==> config.mk <==
export PLATFORM = sky130hd
export DESIGN_NAME = sisc_dmem_resp
export DESIGN_NICKNAME = d
export VERILOG_FILES = /design/src/rtl/sisc_dmem_resp.sv
export SDC_FILE = /design/constraint.sdc
export NUM_CORES = 1
export LEC_CHECK = 0
export BUFFER_PORTS_ARGS = -buffer_cell sky130_fd_sc_hd__buf_2
export CAP_MARGIN = 20
export CORE_UTILIZATION = 30
export CTS_CLUSTER_DIAMETER = 50
export DETAILED_ROUTE_END_ITERATION = 10
export SLEW_MARGIN = 20
export SYNTH_ARGS = -nofsm -noshare
export SYNTH_HDL_FRONTEND = slang
export SYNTH_SLANG_ARGS = --single-unit
==> constraint.sdc <==
create_clock -name clk -period 28.5 [get_ports clk]
set_input_delay 5.7 -clock clk [delete_from_list [all_inputs] [get_ports clk]]
set_output_delay 5.7 -clock clk [all_outputs]
set_load 0.005 [all_outputs]
==> src/rtl/sisc_dmem_resp.sv <==
// Wait-state data memory for the SISC mem stage: one request at a time, fixed
// WAIT-cycle latency, single-cycle registered ack with load data and range error.
module sisc_dmem_resp #(
  parameter int DW    = 32,
  parameter int AW    = 8,
  parameter int DEPTH = 16,
  parameter int WAIT  = 2
) (
  input  logic          clk,
  input  logic          rst,
  input  logic          mem_req,
  input  logic          mem_we,
  input  logic [AW-1:0] mem_addr,
  input  logic [DW-1:0] mem_wdata,
  output logic          mem_ack,
  output logic [DW-1:0] mem_rdata,
  output logic          mem_err,
  output logic          busy
);

  localparam int IW = (DEPTH > 1) ? $clog2(DEPTH) : 1;

  typedef enum logic [1:0] {IDLE, WAITING, RESP} state_t;

  state_t        state;
  logic [3:0]    cnt;
  logic          cap_we;
  logic [AW-1:0] cap_addr;
  logic [DW-1:0] cap_wdata;
  logic [DW-1:0] mem [DEPTH];

  logic          acc_we;
  logic [AW-1:0] acc_addr;
  logic [DW-1:0] acc_wdata;
  logic          in_range;
  logic          enter_resp;

  // With WAIT=0 the access completes on the request edge itself, before the
  // capture registers hold anything, so the live inputs are used in IDLE.
  always_comb begin
    acc_we     = cap_we;
    acc_addr   = cap_addr;
    acc_wdata  = cap_wdata;
    enter_resp = 1'b0;
    if (state == IDLE) begin
      acc_we     = mem_we;
      acc_addr   = mem_addr;
      acc_wdata  = mem_wdata;
      enter_resp = mem_req && (WAIT == 0);
    end else if (state == WAITING) begin
      enter_resp = (cnt == 4'd1);
    end
    in_range = (32'(acc_addr) < 32'(DEPTH));
  end

  always_ff @(posedge clk or posedge rst) begin
    if (rst) begin
      state     <= IDLE;
      cnt       <= '0;
      cap_we    <= 1'b0;
      cap_addr  <= '0;
      cap_wdata <= '0;
      mem_ack   <= 1'b0;
      mem_err   <= 1'b0;
      mem_rdata <= '0;
      for (int i = 0; i < DEPTH; i++) mem[i] <= '0;
    end else begin
      mem_ack <= 1'b0;
      mem_err <= 1'b0;
      if (enter_resp) begin
        mem_ack <= 1'b1;
        mem_err <= !in_range;
        if (in_range) begin
          if (acc_we) mem[acc_addr[IW-1:0]] <= acc_wdata;
          else        mem_rdata <= mem[acc_addr[IW-1:0]];
        end else if (!acc_we) begin
          mem_rdata <= '0;
        end
      end
      case (state)
        IDLE: begin
          if (mem_req) begin
            cap_we    <= mem_we;
            cap_addr  <= mem_addr;
            cap_wdata <= mem_wdata;
            cnt       <= 4'(WAIT);
            state     <= (WAIT == 0) ? RESP : WAITING;
          end
        end
        WAITING: begin
          cnt <= cnt - 4'd1;
          if (cnt == 4'd1) state <= RESP;
        end
        RESP:    state <= IDLE;
        default: state <= IDLE;
      endcase
    end
  end

  assign busy = (state != IDLE);

endmodule
==> results.cfg, run 1 <==
[pwr]
pwr-share-comb_pct = 35.0
seq_power_share_pct = 36.0
power_mw = 2.82
clockPowerShare_pct = 29.0
internal_power_mw = 1.74
switching_share_pct = 38.3
p_per_area_nw_per_um2 = 98.1
leakage_nw = 12.9
p_sw_mw = 1.08
ir_drop_uv = 58.4

[cells_and_area]
drive_gt1_share_pct = 19.3
nNetsFinal = 2593
post-route-util_pct = 34.3
final_common_cell = dfrtp_1
final_cell_mix = dfrtp_1 (593), nor2_1 (403), a21oi_1 (400), o22ai_1 (256), nand2_1 (155)
finalInstanceArea_sq_um = 28800
area_growth_syn_to_layout_pct = 12.9
diodes = 0

[setup_path]
crit_arrival_ns = 8.87
end_kind = flip-flop
start_kind = primary input
r2r-start = state[1]
path_max_fanout = 61
slowest_delay_ns = 0.83
worstSetupStartpoint = mem_addr[1]
cp_common_cell = buf_4
cpMaxStageDelayCell = buf_4
path_buf_inv = 3
path_class = in -> reg
worstReg2RegEnd = mem[260]
crit_family = buffers and inverters
rrSetupSlack_ns = 24.68
worstPathCellList = buf_2 -> nor4b_1 -> a31oi_4 -> buf_4 -> buf_4 -> o22ai_1 -> o21ai_0 -> nand4_1 -> o21ai_1
crit_required_ns = 29.05
ff2ff_path_depth = 8

[die]
start_util_pct = 30.4
dieArea_sq_um = 86200
fp.dieH_um = 294
core-area_sq_um = 84000
ios = 79
std_cell_rows = 106
die_x_um = 294

[synthesis]
synth_seq_cells = 593
synth_cell_types = 40
synth_cells = 2562
synth-seq-area-share_pct = 58.2
yosys.area.top_type = dfrtp_1
syn_nets = 2608
syn_avg_cell_area_sq_um = 9.96
yosysTopAreaCellShare_pct = 58.2
synthTopCellsByArea = dfrtp_1 (58%), a21oi_1 (7.8%), o22ai_1 (6.3%), nor2_1 (5.9%), a21oi_2 (3.8%)
ys_dominant_reg_cell = dfrtp_1
syn_area_sq_um = 25500
async_flop_share_pct = 100
synth_edf_count = 0
yosysWarningCount = 0

[hold_path]
holdPathStages = 2
whs_endpoint = cap_wdata[0]
hp-class = reg -> reg
hp-start = cap_wdata[0]

[clock_tree]
cts_setup_buffers = 0
cts_sinks = 593
clk_latency_ns = 0.63
cts_made_buffers = 59
cts.hold.buffers_added = 0
post_cts_resized = 0
htree_levels = 2
cts_buffer_depth = 3
clkTransAtPathRegs_ns = 0.06
cts_tree = yes
root_buffer = clkbuf_16

[global_route]
grt_pass1_vias = 18400
grt_max_degree = 181
antenna_found_initial = 0
grt_overflow_total = 0
grtUsageTotal_pct = 16.7
grt_pass1_wl_mm = 112

[drt]
drt_iter0_drc = 1522
firstDrtPassIters = 5
via_count = 18900
drcViolationCount = 0
wirelength_mm = 72.2
via_per_inst = 5.06
wl_per_cell_um = 19.4
ant_nets = 0

[placement]
gp_congestion = 0.733
dpl.hpwl_mm = 36.8
port_buffers = 78
dpl-instance-area_sq_um = 26700

[timing]
finalMaxSlewViolations = 0
fin_crit_sh_pct = 29.2
fmax_mhz = 120
fin_crit_ns = 8.32
rsz0062_at_grt = no
setup_viol = 0
worst_slew_pin_slew_ns = 1.13
fin_setup_tns_ns = 0
hold_violations = 0
clock_skew_ns = 0.0337
hold_ws_ns = 0.471
relSlewSlack_pct = 24.6

[job]
max_cap_viol_count = 0

[outcome]
outcome = completed
cell families after synthesis:
kind of cell / synth area share (%)
and+or+nand+nor: 13.9
AOI/OAI and AO/OA: 21.6
adders and majority gates: 0.0981
buffers and inverters: 4.94
xor gates and xnor gates: 0.0343
muxes: 1.26
DFF: 58.2
flip-flops by register name (all words and copies together), names as in the netlist:
signal     cells
mem          512
cap_wdata     32
mem_rdata     32
cap_addr       8
cnt            4
state          2
cap_we         1
mem_ack        1
mem_err        1
layout make-up:
type	count	area (sq um)
repair buffers	147	966
multi-input cells	1722	9440
clock inverters	25	362
well taps	1134	1420
inverters	24	100
clock buffers	79	1670
flip-flops and latches	593	14800
fillers	8475	55200
worst register-to-register path, cell delays in order (launching register included):
cell and delay (ns):
dfrtp_1 0.47, nor2_4 0.17, buf_4 0.65, nand3b_1 0.24, and2_1 0.34, nor4_4 0.88
buf_4 0.74, nor2_1 0.13, a21oi_1 0.14
power groups by stage:
stage / registers (mW) / clock network [mW] / logic (mW)
finish: 1.02 / 0.820 / 0.989
detailed placement: 1.03 / 0 / 0.983
global route: 1.03 / 0.869 / 1.07
floorplan: 1.02 / 0 / 0.682
CTS: 1.02 / 0.837 / 0.986
global placement: 1.03 / 0 / 0.978
through the flow:
step                setup slack, ns  instances
global placement              19.62       3619
finish                        20.18       3724
global route                  19.98       3724
floorplan                      6.20       2562
CTS                           20.22       3723
detailed placement            19.56       3619
cells in the mapped netlist, types with 2 or more instances:
cell type,instances
nor2_2,112
inv_1,23
buf_1,3
buf_2,105
o22ai_1,256
dfrtp_1,593
and2_1,4
nand4_1,31
nor4_4,17
a31oi_4,4
nor4b_1,2
o21ai_0,131
buf_6,26
a21oi_2,112
clkbuf_1,88
nand3b_1,4
a21oi_1,400
ha_1,2
mux2i_1,32
nand3_1,4
nor2_1,403
nand2_1,159
or3_1,2
o21ai_1,33
routing by layer:
layer | vias to the layer above | track usage, % | share of wire, %
met2 | 459 | 28.5 | 49
met1 | 9331 | 22.0 | 44
li1 | 8949 | - | -
met3 | 122 | 2.45 | 4.9
met5 | - | 0 | 0
met4 | 0 | 4.74 | 2.6
worst max path at each step:
stage                          endpoint  slack, ns  depth (start not counted)
after global placement    mem_rdata[17]      19.62                          9
after CTS                  mem_rdata[3]      20.22                          9
final                      mem_rdata[3]      20.18                          9
after detailed placement   mem_rdata[3]      19.56                          9
after global routing       mem_rdata[3]      19.98                          9
after floorplan             cap_addr[0]       6.20                          1
Note: power is estimated with default switching activity, not from simulation.
==> inputs of run 2 (changes only) <==
--- a/config.mk
+++ b/config.mk
@@ -5,6 +5,7 @@
 export SDC_FILE = /design/constraint.sdc
 export NUM_CORES = 1
 export LEC_CHECK = 0
+export ABC_AREA = 1
 export BUFFER_PORTS_ARGS = -buffer_cell sky130_fd_sc_hd__buf_2
 export CAP_MARGIN = 20
 export CORE_UTILIZATION = 30
==> constraint.sdc (replaced) <==
create_clock -name clk -period 8.4 [get_ports clk]
set_input_delay 1.68 -clock clk [delete_from_list [all_inputs] [get_ports clk]]
set_output_delay 1.68 -clock clk [all_outputs]
set_load 0.005 [all_outputs]
==> run 2 against run 1 <==
  * Via count increased by 24%
  * First-iteration DRC count increased by 20%
  * Wire length increased by 10%
  * Clock skew decreased by 0.019 ns
  * Power increased to 3.9 times the previous value
  * Clock-buffer cell count increased by 6
  * Critical path type is now reg -> reg
  * Largest power group is now combinational cells
==> results.cfg, run 2 <==
[synthesis]
synth_cells = 3824
synth_commonest_cells = nand2_1 (1,689), dfrtp_1 (593), o21ai_0 (425), inv_1 (419), o21ai_1 (301)
syn_nets = 3870
yosysTopAreaCellShare_pct = 52.8
synth_seq_cells = 593
syn_avg_cell_area_sq_um = 7.35
yosys.area.top_type = dfrtp_1
yosysWarningCount = 0
synth_edf_count = 0
synth-seq-area-share_pct = 52.8
synthTopCellsByArea = dfrtp_1 (53%), nand2_1 (23%), o21ai_0 (7.6%), inv_1 (5.6%), o21ai_1 (5.4%)
ys_dominant_reg_cell = dfrtp_1
yosysMostFrequentCell = nand2_1
syn_area_sq_um = 28100
synth_cell_types = 24
async_flop_share_pct = 100

[setup_path]
rrSetupSlack_ns = 3.95
crit_required_ns = 8.95
start_kind = flip-flop
path_max_fanout = 68
cpMaxStageDelayCell = buf_4
r2r-start = state[1]
path_class = reg -> reg
crit_arrival_ns = 5.00
ff2ff_path_depth = 12
worstPathCellList = nor2_4 -> buf_4 -> nand2_1 -> o21ai_4 -> buf_4 -> inv_4 -> nand2_1 -> nor2_1 -> nand2_2 -> buf_4 -> nand2_1 -> o21ai_1
end_kind = flip-flop
worstReg2RegEnd = mem[21]
slowest_delay_ns = 0.72

[die]
ios = 79
dieArea_sq_um = 94900
fp.dieH_um = 308
die_x_um = 308
start_util_pct = 30.5
core-area_sq_um = 92200
std_cell_rows = 111

[drt]
drcViolationCount = 0
firstDrtPassIters = 6
via_count = 23300
wl_per_cell_um = 15.7
ant_nets = 0
wirelength_mm = 79.5
drt_iter0_drc = 1832
via_per_inst = 4.60

[global_route]
grt_max_degree = 166
grt_pass1_vias = 22500
grt_overflow_total = 0
antenna_found_initial = 0
grtUsageTotal_pct = 17.2
grt_pass1_wl_mm = 129

[clock_tree]
cts.hold.buffers_added = 0
cts_sinks = 593
root_buffer = clkbuf_16
post_cts_resized = 0
cts_made_buffers = 61
clk_latency_ns = 0.64
cts_setup_buffers = 0
clkTransAtPathRegs_ns = 0.06
cts_buffer_depth = 3
htree_levels = 2
cts_tree = yes

[placement]
dpl.hpwl_mm = 47.1
pre_cts_ws_ns = 3.69
port_buffers = 78
dpl-instance-area_sq_um = 29700
gp_congestion = 0.812

[cells_and_area]
reg.largest.list = mem x512, cap_wdata x32, mem_rdata x32
regMostFlops = mem
nNetsFinal = 3821
seqCellArea_sq_um = 14800
post-route-util_pct = 34.5
nFillCells = 9873
final_cell_mix = nand2_1 (1,680), dfrtp_1 (593), inv_1 (417), o21ai_0 (410), o21ai_1 (301)
largest_register_ffs = 512
drive_gt1_share_pct = 7.74
finalInstanceArea_sq_um = 31800
final_common_cell = nand2_1
area_growth_syn_to_layout_pct = 13.2
diodes = 0
multi_input_area_sq_um = 10800

[outcome]
outcome = completed

[pwr]
internal_power_mw = 6.14
switching_share_pct = 44.6
leakage_nw = 15.4
p_per_area_nw_per_um2 = 349
pwr-share-comb_pct = 43.6
seq_power_share_pct = 30.3
p_sw_mw = 4.95
ir_drop_uv = 252
clockPowerShare_pct = 26.0

[hold_path]
whs_endpoint = mem_rdata[25]
holdPathStages = 2
hp-class = reg -> reg
hp-start = mem_rdata[25]

[timing]
relSlewSlack_pct = 25.5
worst_slew_pin_slew_ns = 1.12
setup_ws_ns = 3.95
rsz0062_at_grt = no
finalMaxSlewViolations = 0
hold_violations = 0
fin_crit_sh_pct = 53.0
setup_viol = 0
fmax_mhz = 225
clock_skew_ns = 0.0145
fin_crit_ns = 4.45

[job]
max_cap_viol_count = 0
run 2: changes by cell type after synthesis, moves of 31 or more:
| cell | delta |
|---|---|
| nor2_2 | -107 |
| clkbuf_1 | +101 |
| o22ai_1 | -256 |
| o21ai_1 | +268 |
| mux2i_1 | -31 |
| o21ai_0 | +294 |
| a21oi_2 | -112 |
| nor2_1 | -330 |
| inv_1 | +396 |
| buf_2 | -69 |
| a21oi_1 | -384 |
| nand2_1 | +1530 |
run 2: logic make-up after synthesis:
group,share of synthesized area (%)
AOI/OAI and AO/OA,13.3
adders and majority gates,0.0891
buffers and inverters,9.22
DFF,52.8
muxes,0.116
and+or+nand+nor,24.5
run 2: stage by stage:
step	hold slack (ns)	setup TNS, ns	total power [mW]	cells
6_report	0.477	0	11.1	5069
5_1_grt	0.495	0	12.0	5069
4_1_cts	0.483	0	11.2	5069
3_5_place_dp	0.468	0	8.27	4955
3_3_place_gp	0.460	0	8.26	4955
2_1_floorplan	0.448	-809.63	6.57	3824
run 2: critical path: cells and delay by family (launching register included):
kind / cells / cell delay [ns]
flip-flops: 1 / 0.42
buffers and inverters: 4 / 2.41
AO/OA/AOI/OAI: 2 / 0.22
AND/OR/NAND/NOR: 6 / 1.27
run 2: how the worst max path moves through the flow:
| stage | endpoint | slack (ns) | from | depth (start not counted) |
|---|---|---|---|---|
| floorplan | cap_addr[0] | -1.37 | rst | 1 |
| global placement | mem[165] | 3.51 | mem_addr[1] | 10 |
| detailed placement | mem[320] | 3.69 | mem_addr[7] | 10 |
| CTS | mem[320] | 3.91 | state[1] | 10 |
| global route | mem[29] | 3.56 | state[1] | 12 |
| finish | mem[21] | 3.95 | state[1] | 12 |
run 2: final cells by class:
class	instances	share of cell area, %
Sequential cell	593	46.7
Multi-Input combinational cell	2557	34.0
Clock buffer	85	5.60
Inverter	428	5.07
Tap cell	1243	4.89
Timing Repair Buffer	134	2.64
Clock inverter	29	1.10
run 2: per-layer routing:
metal,share of wire [%],track usage [%],up-vias,wire length (um)
met5,0,0.310,-,0
met4,3.5,6.18,0,2770
met3,4.7,2.29,139,3750
met2,45,27.6,472,35500
met1,47,23.8,11100,37500
li1,-,-,11600,-
run 2: power by group through the flow:
| stage | sequential (mW) | clock (mW) | combinational (mW) |
|---|---|---|---|
| 3_5_place_dp | 3.40 | 0 | 4.87 |
| 2_1_floorplan | 3.33 | 0 | 3.24 |
| 4_1_cts | 3.36 | 2.96 | 4.89 |
| 3_3_place_gp | 3.40 | 0 | 4.86 |
| 5_1_grt | 3.40 | 3.08 | 5.52 |
| 6_report | 3.36 | 2.89 | 4.84 |
